$ cat src/rtl/axi_lite_regfile.sv
// AXI4-lite register file: DEPTH x 32-bit registers behind independent
// write (W_IDLE/W_RESP) and read (R_IDLE/R_DATA) state machines.
// AW and W may arrive in any order. A write commits on the edge where both
// channels have been captured.
// Optional build macro AXI_LITE_REGFILE_STRB_EN: honour wstrb byte lanes.
// Without it, all four bytes are always written.
module axi_lite_regfile #(
  parameter int DEPTH  = 16,
  parameter int ADDR_W = 32
) (
  input  logic              aclk,
  input  logic              areset,
  input  logic              awvalid,
  output logic              awready,
  input  logic [ADDR_W-1:0] awaddr,
  input  logic              wvalid,
  output logic              wready,
  input  logic [31:0]       wdata,
  input  logic [3:0]        wstrb,
  output logic              bvalid,
  input  logic              bready,
  output logic [1:0]        bresp,
  input  logic              arvalid,
  output logic              arready,
  input  logic [ADDR_W-1:0] araddr,
  output logic              rvalid,
  input  logic              rready,
  output logic [31:0]       rdata,
  output logic [1:0]        rresp
);
  localparam int IDX_W = (DEPTH > 1) ? $clog2(DEPTH) : 1;

  typedef enum logic [0:0] {W_IDLE = 1'b0, W_RESP = 1'b1} wstate_t;
  typedef enum logic [0:0] {R_IDLE = 1'b0, R_DATA = 1'b1} rstate_t;

  wstate_t r_wstate, w_wstate_nxt;
  rstate_t r_rstate, w_rstate_nxt;

  logic [31:0]       r_regs [DEPTH];
  logic              r_aw_held, r_w_held;
  logic [ADDR_W-1:0] r_awaddr;
  logic [31:0]       r_wdata;
  logic [3:0]        r_wstrb;
  logic [1:0]        r_bresp;
  logic [31:0]       r_rdata;
  logic [1:0]        r_rresp;

  logic              w_aw_hs, w_w_hs, w_ar_hs;
  logic              w_commit;
  logic [ADDR_W-1:0] w_waddr;
  logic [31:0]       w_wdata, w_bmask;
  logic [3:0]        w_wstrb;
  logic [IDX_W-1:0]  w_widx, w_ridx;
  logic              w_woor, w_roor;
  logic              w_unused;

  // Byte-offset bits are ignored; wstrb is only consumed in the strobe build
  assign w_unused = ^{awaddr[1:0], araddr[1:0], wstrb, r_wstrb};

  assign w_aw_hs = awvalid & awready;
  assign w_w_hs  = wvalid & wready;
  assign w_ar_hs = arvalid & arready;

  // Take each write field from the holding register if it was captured
  // earlier, otherwise straight from the bus (same-cycle capture).
  assign w_waddr = r_aw_held ? r_awaddr : awaddr;
  assign w_wdata = r_w_held  ? r_wdata  : wdata;
  assign w_wstrb = r_w_held  ? r_wstrb  : wstrb;

  assign w_commit = (r_wstate == W_IDLE) & (r_aw_held | w_aw_hs) & (r_w_held | w_w_hs);

  assign w_widx = w_waddr[IDX_W+1:2];
  assign w_woor = |w_waddr[ADDR_W-1:IDX_W+2];
  assign w_ridx = araddr[IDX_W+1:2];
  assign w_roor = |araddr[ADDR_W-1:IDX_W+2];

`ifdef AXI_LITE_REGFILE_STRB_EN
  assign w_bmask = {{8{w_wstrb[3]}}, {8{w_wstrb[2]}}, {8{w_wstrb[1]}}, {8{w_wstrb[0]}}};
`else
  assign w_bmask = 32'hFFFF_FFFF;
`endif

  // State registers for both FSMs
  always_ff @(posedge aclk) begin
    if (areset) begin
      r_wstate <= W_IDLE;
      r_rstate <= R_IDLE;
    end else begin
      r_wstate <= w_wstate_nxt;
      r_rstate <= w_rstate_nxt;
    end
  end

  // Next-state and handshake outputs; readies held low while in reset
  always_comb begin
    w_wstate_nxt = r_wstate;
    w_rstate_nxt = r_rstate;
    awready      = 1'b0;
    wready       = 1'b0;
    arready      = 1'b0;
    bvalid       = 1'b0;
    rvalid       = 1'b0;
    case (r_wstate)
      W_IDLE: begin
        awready = ~areset & ~r_aw_held;
        wready  = ~areset & ~r_w_held;
        if (w_commit) w_wstate_nxt = W_RESP;
      end
      W_RESP: begin
        bvalid = 1'b1;
        if (bready) w_wstate_nxt = W_IDLE;
      end
      default: w_wstate_nxt = W_IDLE;
    endcase
    case (r_rstate)
      R_IDLE: begin
        arready = ~areset;
        if (w_ar_hs) w_rstate_nxt = R_DATA;
      end
      R_DATA: begin
        rvalid = 1'b1;
        if (rready) w_rstate_nxt = R_IDLE;
      end
      default: w_rstate_nxt = R_IDLE;
    endcase
  end

  // Write-channel holding registers and response code
  always_ff @(posedge aclk) begin
    if (areset) begin
      r_aw_held <= 1'b0;
      r_w_held  <= 1'b0;
      r_awaddr  <= '0;
      r_wdata   <= '0;
      r_wstrb   <= '0;
      r_bresp   <= 2'b00;
    end else begin
      if (w_aw_hs) begin
        r_aw_held <= 1'b1;
        r_awaddr  <= awaddr;
      end
      if (w_w_hs) begin
        r_w_held <= 1'b1;
        r_wdata  <= wdata;
        r_wstrb  <= wstrb;
      end
      if (w_commit) r_bresp <= w_woor ? 2'b10 : 2'b00;
      if (bvalid && bready) begin
        r_aw_held <= 1'b0;
        r_w_held  <= 1'b0;
      end
    end
  end

  // Register array; out-of-range writes are dropped
  always_ff @(posedge aclk) begin
    if (areset) begin
      for (int i = 0; i < DEPTH; i++) r_regs[i] <= '0;
    end else if (w_commit && !w_woor) begin
      r_regs[w_widx] <= (r_regs[w_widx] & ~w_bmask) | (w_wdata & w_bmask);
    end
  end

  // Read data capture; sees the pre-write value on a same-edge write
  always_ff @(posedge aclk) begin
    if (areset) begin
      r_rdata <= '0;
      r_rresp <= 2'b00;
    end else if (w_ar_hs) begin
      r_rdata <= w_roor ? 32'h0 : r_regs[w_ridx];
      r_rresp <= w_roor ? 2'b10 : 2'b00;
    end
  end

  assign bresp = r_bresp;
  assign rdata = r_rdata;
  assign rresp = r_rresp;

endmodule

$ cat config.mk
export PLATFORM = sky130hd
export DESIGN_NAME = axi_lite_regfile
export DESIGN_NICKNAME = d
export VERILOG_FILES = /design/src/rtl/axi_lite_regfile.sv
export SDC_FILE = /design/constraint.sdc
export NUM_CORES = 1
export LEC_CHECK = 0
export ABC_AREA = 1
export BUFFER_PORTS_ARGS = -buffer_cell sky130_fd_sc_hd__buf_2
export CORE_ASPECT_RATIO = 2
export CORE_MARGIN = 3
export CORE_UTILIZATION = 54
export DETAILED_ROUTE_END_ITERATION = 7
export MAX_ROUTING_LAYER = met4
export PLACE_DENSITY = 0.75
export SYNTH_ARGS = -nofsm -noshare
export SYNTH_HDL_FRONTEND = slang
export SYNTH_SLANG_ARGS = --single-unit
$ cat constraint.sdc
create_clock -name aclk -period 4.2 [get_ports aclk]
set_input_delay 0.42 -clock aclk [delete_from_list [all_inputs] [get_ports aclk]]
set_output_delay 0.42 -clock aclk [all_outputs]
set_load 0.01 [all_outputs]
* Word-level counts from Yosys, hierarchy flattened *
Memories as Yosys holds them, arrays and structs flattened.
Index checks and enable logic that the tools add are counted.

storage, ports and cells
  bits in registers = 104
  memory bits (writable) = 512
  input bits = 107
  output and inout port bits = 41
  word-level logic and storage cells = 55
  memories kept = 1

cells by class
  muxes and demuxes = 24
  bitwise operators = 14
  reduce and logical (&&, ||, !) cells = 7

memories
  memory  depth  bits a word  read ports  clocked after Yosys merged registers in  wr ports  line  source
  r_regs  16     32           1           0                                        16        39    logic [31:0] r_regs [DEPTH];

operators by type and width
  kind                                   count
  32-bit 2-to-1 mux                      4
  26-bit OR reduction                    2
  32-bit OR reduction                    1
  1-bit 2-to-1 mux                       15
  1-bit AND                              7
  1-bit NOT                              5
  2-bit 2-to-1 mux                       2
  4-bit 2-to-1 mux                       1
  1-bit one-hot mux with 2 select lines  2
  1-bit logical AND                      2
  1-bit OR                               2
  2-bit OR reduction                     1
  1-bit zero test                        1

* Depth between registers and ports, before layout *
  word-level depth = 13
  mapped depth = 10

* Worst setup path after synthesis *
Ideal clock, no wire load.

  path kind = input -> register
  from = in areset
  to = mem r_regs[12][0] (enable)
  library setup time = 0.466 ns
  arrival = 3.678 ns
  data required time = 3.734 ns
  path slack = 0.057 ns
  stages = 9
  buffers on the path = 2
  cells stage by stage = buf_2 > nor2_1 > nand3_1 > nand2_1 > inv_2 > nor2_2 > nand3_1 > clkbuf_1 > o21ai_0

RTL lines
  what             line  source
  start, declared  12    input logic areset,
  end, declared    39

==> results.md <==
- Worst skew pair latency: 610 ps
- Layout Skew: 28.05 ps
- Yosys warns: 0
- TritonCTS clock tree: done
- Hold_sp: awaddr[21]
- Final Slew Violations: 0
- Most frequent cells in the layout: nand2_1 (657), nor3_1 (517), edfxtp_1 (512)
- Die height: 324.8 um
- Synth unique cells: 26
- Post-placement cell area: 0.02882 mm^2
- Pleak: 10.73 nW
- Reg-to-Reg Start: r_aw_held$_SDFFE_PP0P_
- Syn Inst Count: 2,872
- P per Cell Area: 427.6 mW/mm^2
- Die width: 165.4 um
- DP HPWL: 45.67 mm
- Dpl ws: 981.6 ps
- Drt via density: 6.326
- Max frequency: 0.3105 GHz
- Reg2reg path depth: 7
- Initial DRC count: 2,764
- Io pins: 148
- Final setup vio count: 0
- Tightest Pin Transition: 1409 ps
- Area occupied by multi-input gates: 0.008950 mm^2
- Final hold vios: 0
- Min-Delay Path Depth: 3
- Share of cells above drive strength 1: 11.47%
- R2r endpoint: r_regs[4][3]$_SDFFCE_PN0P_
- Routed wire per std cell: 22.93 um
- DR DRC count: 0
- Antenna Nets Post-Route: 0
- Num CTS Buffers: 51
- Fin crit share: 76.67%
- CP Launch Type: flip-flop
- Netlist Area Pre-Place: 0.02745 mm^2
- WL final: 81.48 mm
- Clk Tree Root Cell: clkbuf_16
- Required time worst endpoint: 4470 ps
- Core Rows: 116
- First-pass GRT wire length: 123.4 mm
- Layout Cells excl Fill: 3,553
- Fin crit period: 3220 ps
- Drt pass-1 iters: 8
- Net count, final: 2,969
- Max Cap Violations: 0
- Final worst setup slack: 979.9 ps
- Ant diodes: 0
- Setup TNS Final: 0 ps
- Min-Delay Path Class: input port to flip-flop
- H-tree depth: 2
- R2R Setup Slk: 980 ps
- CTS Hold Bufs: 1
- CP arrival: 3490 ps
- Area of the die: 0.05374 mm^2
- Total setup buffers inserted after CTS: 0
- #FFs+latches synth: 612
- Overall routing resource usage: 30.86%
- Post-synthesis sequential area ratio: 63.31%
- RSZ-0062 raised after global routing: no
- Commonest non-fill, non-tap cell in the layout: nand2_1
- Sequential standard cell area: 0.01738 mm^2
- Port Buffers: 137
- Final GP Congestion: 0.8811
- # resized after CTS: 0
- Sink of the worst hold path: r_awaddr[21]$_SDFFE_PP0P_
- Max FO, Critical Path: 22
- Status: complete, no violations
- Core ar.: 0.05022 mm^2
- Grt ovf: 0
- Final instance area: 0.03054 mm^2
- Mean Syn Cell Area: 9.557 um^2
- Crit path capture type: flip-flop
- Vias in the first global route: 22,443
- Peak VDD IR: 316.6 uV
- Fill cells: 4,097
- Via count: 22,475
- Pin count of the biggest net entering global routing: 257
- P&R area growth vs syn: 11.27%
- Slew headroom: 5.406%
- Initial core utilization: 54.66%
- Initial antenna violation count: 0
- Critical path class: flip-flop to flip-flop
- Clk slew on worst S/H paths: 70 ps
- Hold slack: 34.87 ps
- Clk buf depth: 3
- Clock net sink count: 612
- Placed cell count: 3,456
==> logic make-up (layout without fill, tap and decap cells) <==
group	Yosys count	after routing	share of synthesized area, %
AOI/OAI and AO/OA	178	178	3.264
buffers and inverters	343	374	4.869
DFF	612	612	63.31
other	1	2	0.01366
and+or+nand+nor	1738	1738	28.55
==> cells in the mapped netlist (all sizes together) <==
master / instances / area share (%)
o21a: 1 / 0.027
o21ai: 98 / 1.8
nor3: 518 / 9.5
nand4: 2 / 0.068
or2: 3 / 0.068
clkinv: 1 / 0.014
nand2: 658 / 9.0
inv: 59 / 0.81
a21oi: 78 / 1.4
nor2: 52 / 0.72
conb: 1 / 0.014
clkbuf: 216 / 3.0
nand3: 505 / 9.2
buf: 67 / 1.1
dfxtp: 100 / 7.3
edfxtp: 512 / 56
o211ai: 1 / 0.027
==> registers in the layout, indices dropped and copies added (netlist names) <==
signal	cells
r_wstate	1
bresp	1
r_wdata	32
rdata	32
r_w_held	1
r_regs	512
r_aw_held	1
r_rstate	1
rresp	1
r_awaddr	30
==> metrics by stage <==
stage	total power, mW	utilization [%]
finish	13.06	60.82
global placement	8.230	57.38
floorplan	7.767	-
global route	13.41	60.82
CTS	13.05	60.80
detailed placement	8.288	57.38
==> routing by layer <==
metal  GRT usage [%]  vias to the layer above  part of all wire [%]
met5               -                        -                     0
met1           34.39                    10534                    32
met2           52.60                     1471                    51
li1                -                    10075                     -
met4           16.98                        0                   6.4
met3           4.389                      395                    10
==> power breakdown <==
part | total (mW) | internal [mW] | switching [mW]
sequential | 6.84 | 6.77 | 0.0727
clock | 4.87 | 2.64 | 2.23
combinational | 1.35 | 0.310 | 1.04
==> layout make-up <==
class	count	share of cell area, %
clock inverter	22	0.6637
timing repair buffer	219	4.789
clock buffer	73	4.912
inverter	60	0.7743
sequential	612	56.90
multi-input combinational	1918	29.30
tap	649	2.659
==> critical path: stages (launching register included) <==
cell	delay, ps
dfxtp_1	640
inv_1	130
nand2_1	90
nand2_1	60
nor2_2	210
nand3_2	590
o21ai_4	830
buf_12	310
==> worst max path at each step <==
stage | from | to | slack (ps) | cells past startpoint
final | r_aw_held$_SDFFE_PP0P_ | r_regs[4][3]$_SDFFCE_PN0P_ | 980 | 7
after global routing | r_aw_held$_SDFFE_PP0P_ | r_regs[4][3]$_SDFFCE_PN0P_ | 850 | 7
after CTS | r_aw_held$_SDFFE_PP0P_ | r_regs[6][13]$_SDFFCE_PN0P_ | 980 | 7
after detailed placement | areset | r_regs[6][25]$_SDFFCE_PN0P_ | 980 | 9
after global placement | awaddr[31] | r_regs[6][24]$_SDFFCE_PN0P_ | 1050 | 8
after floorplan | areset | r_regs[12][0]$_SDFFCE_PN0P_ | 60 | 9
Note: power is estimated with default switching activity, not from simulation.
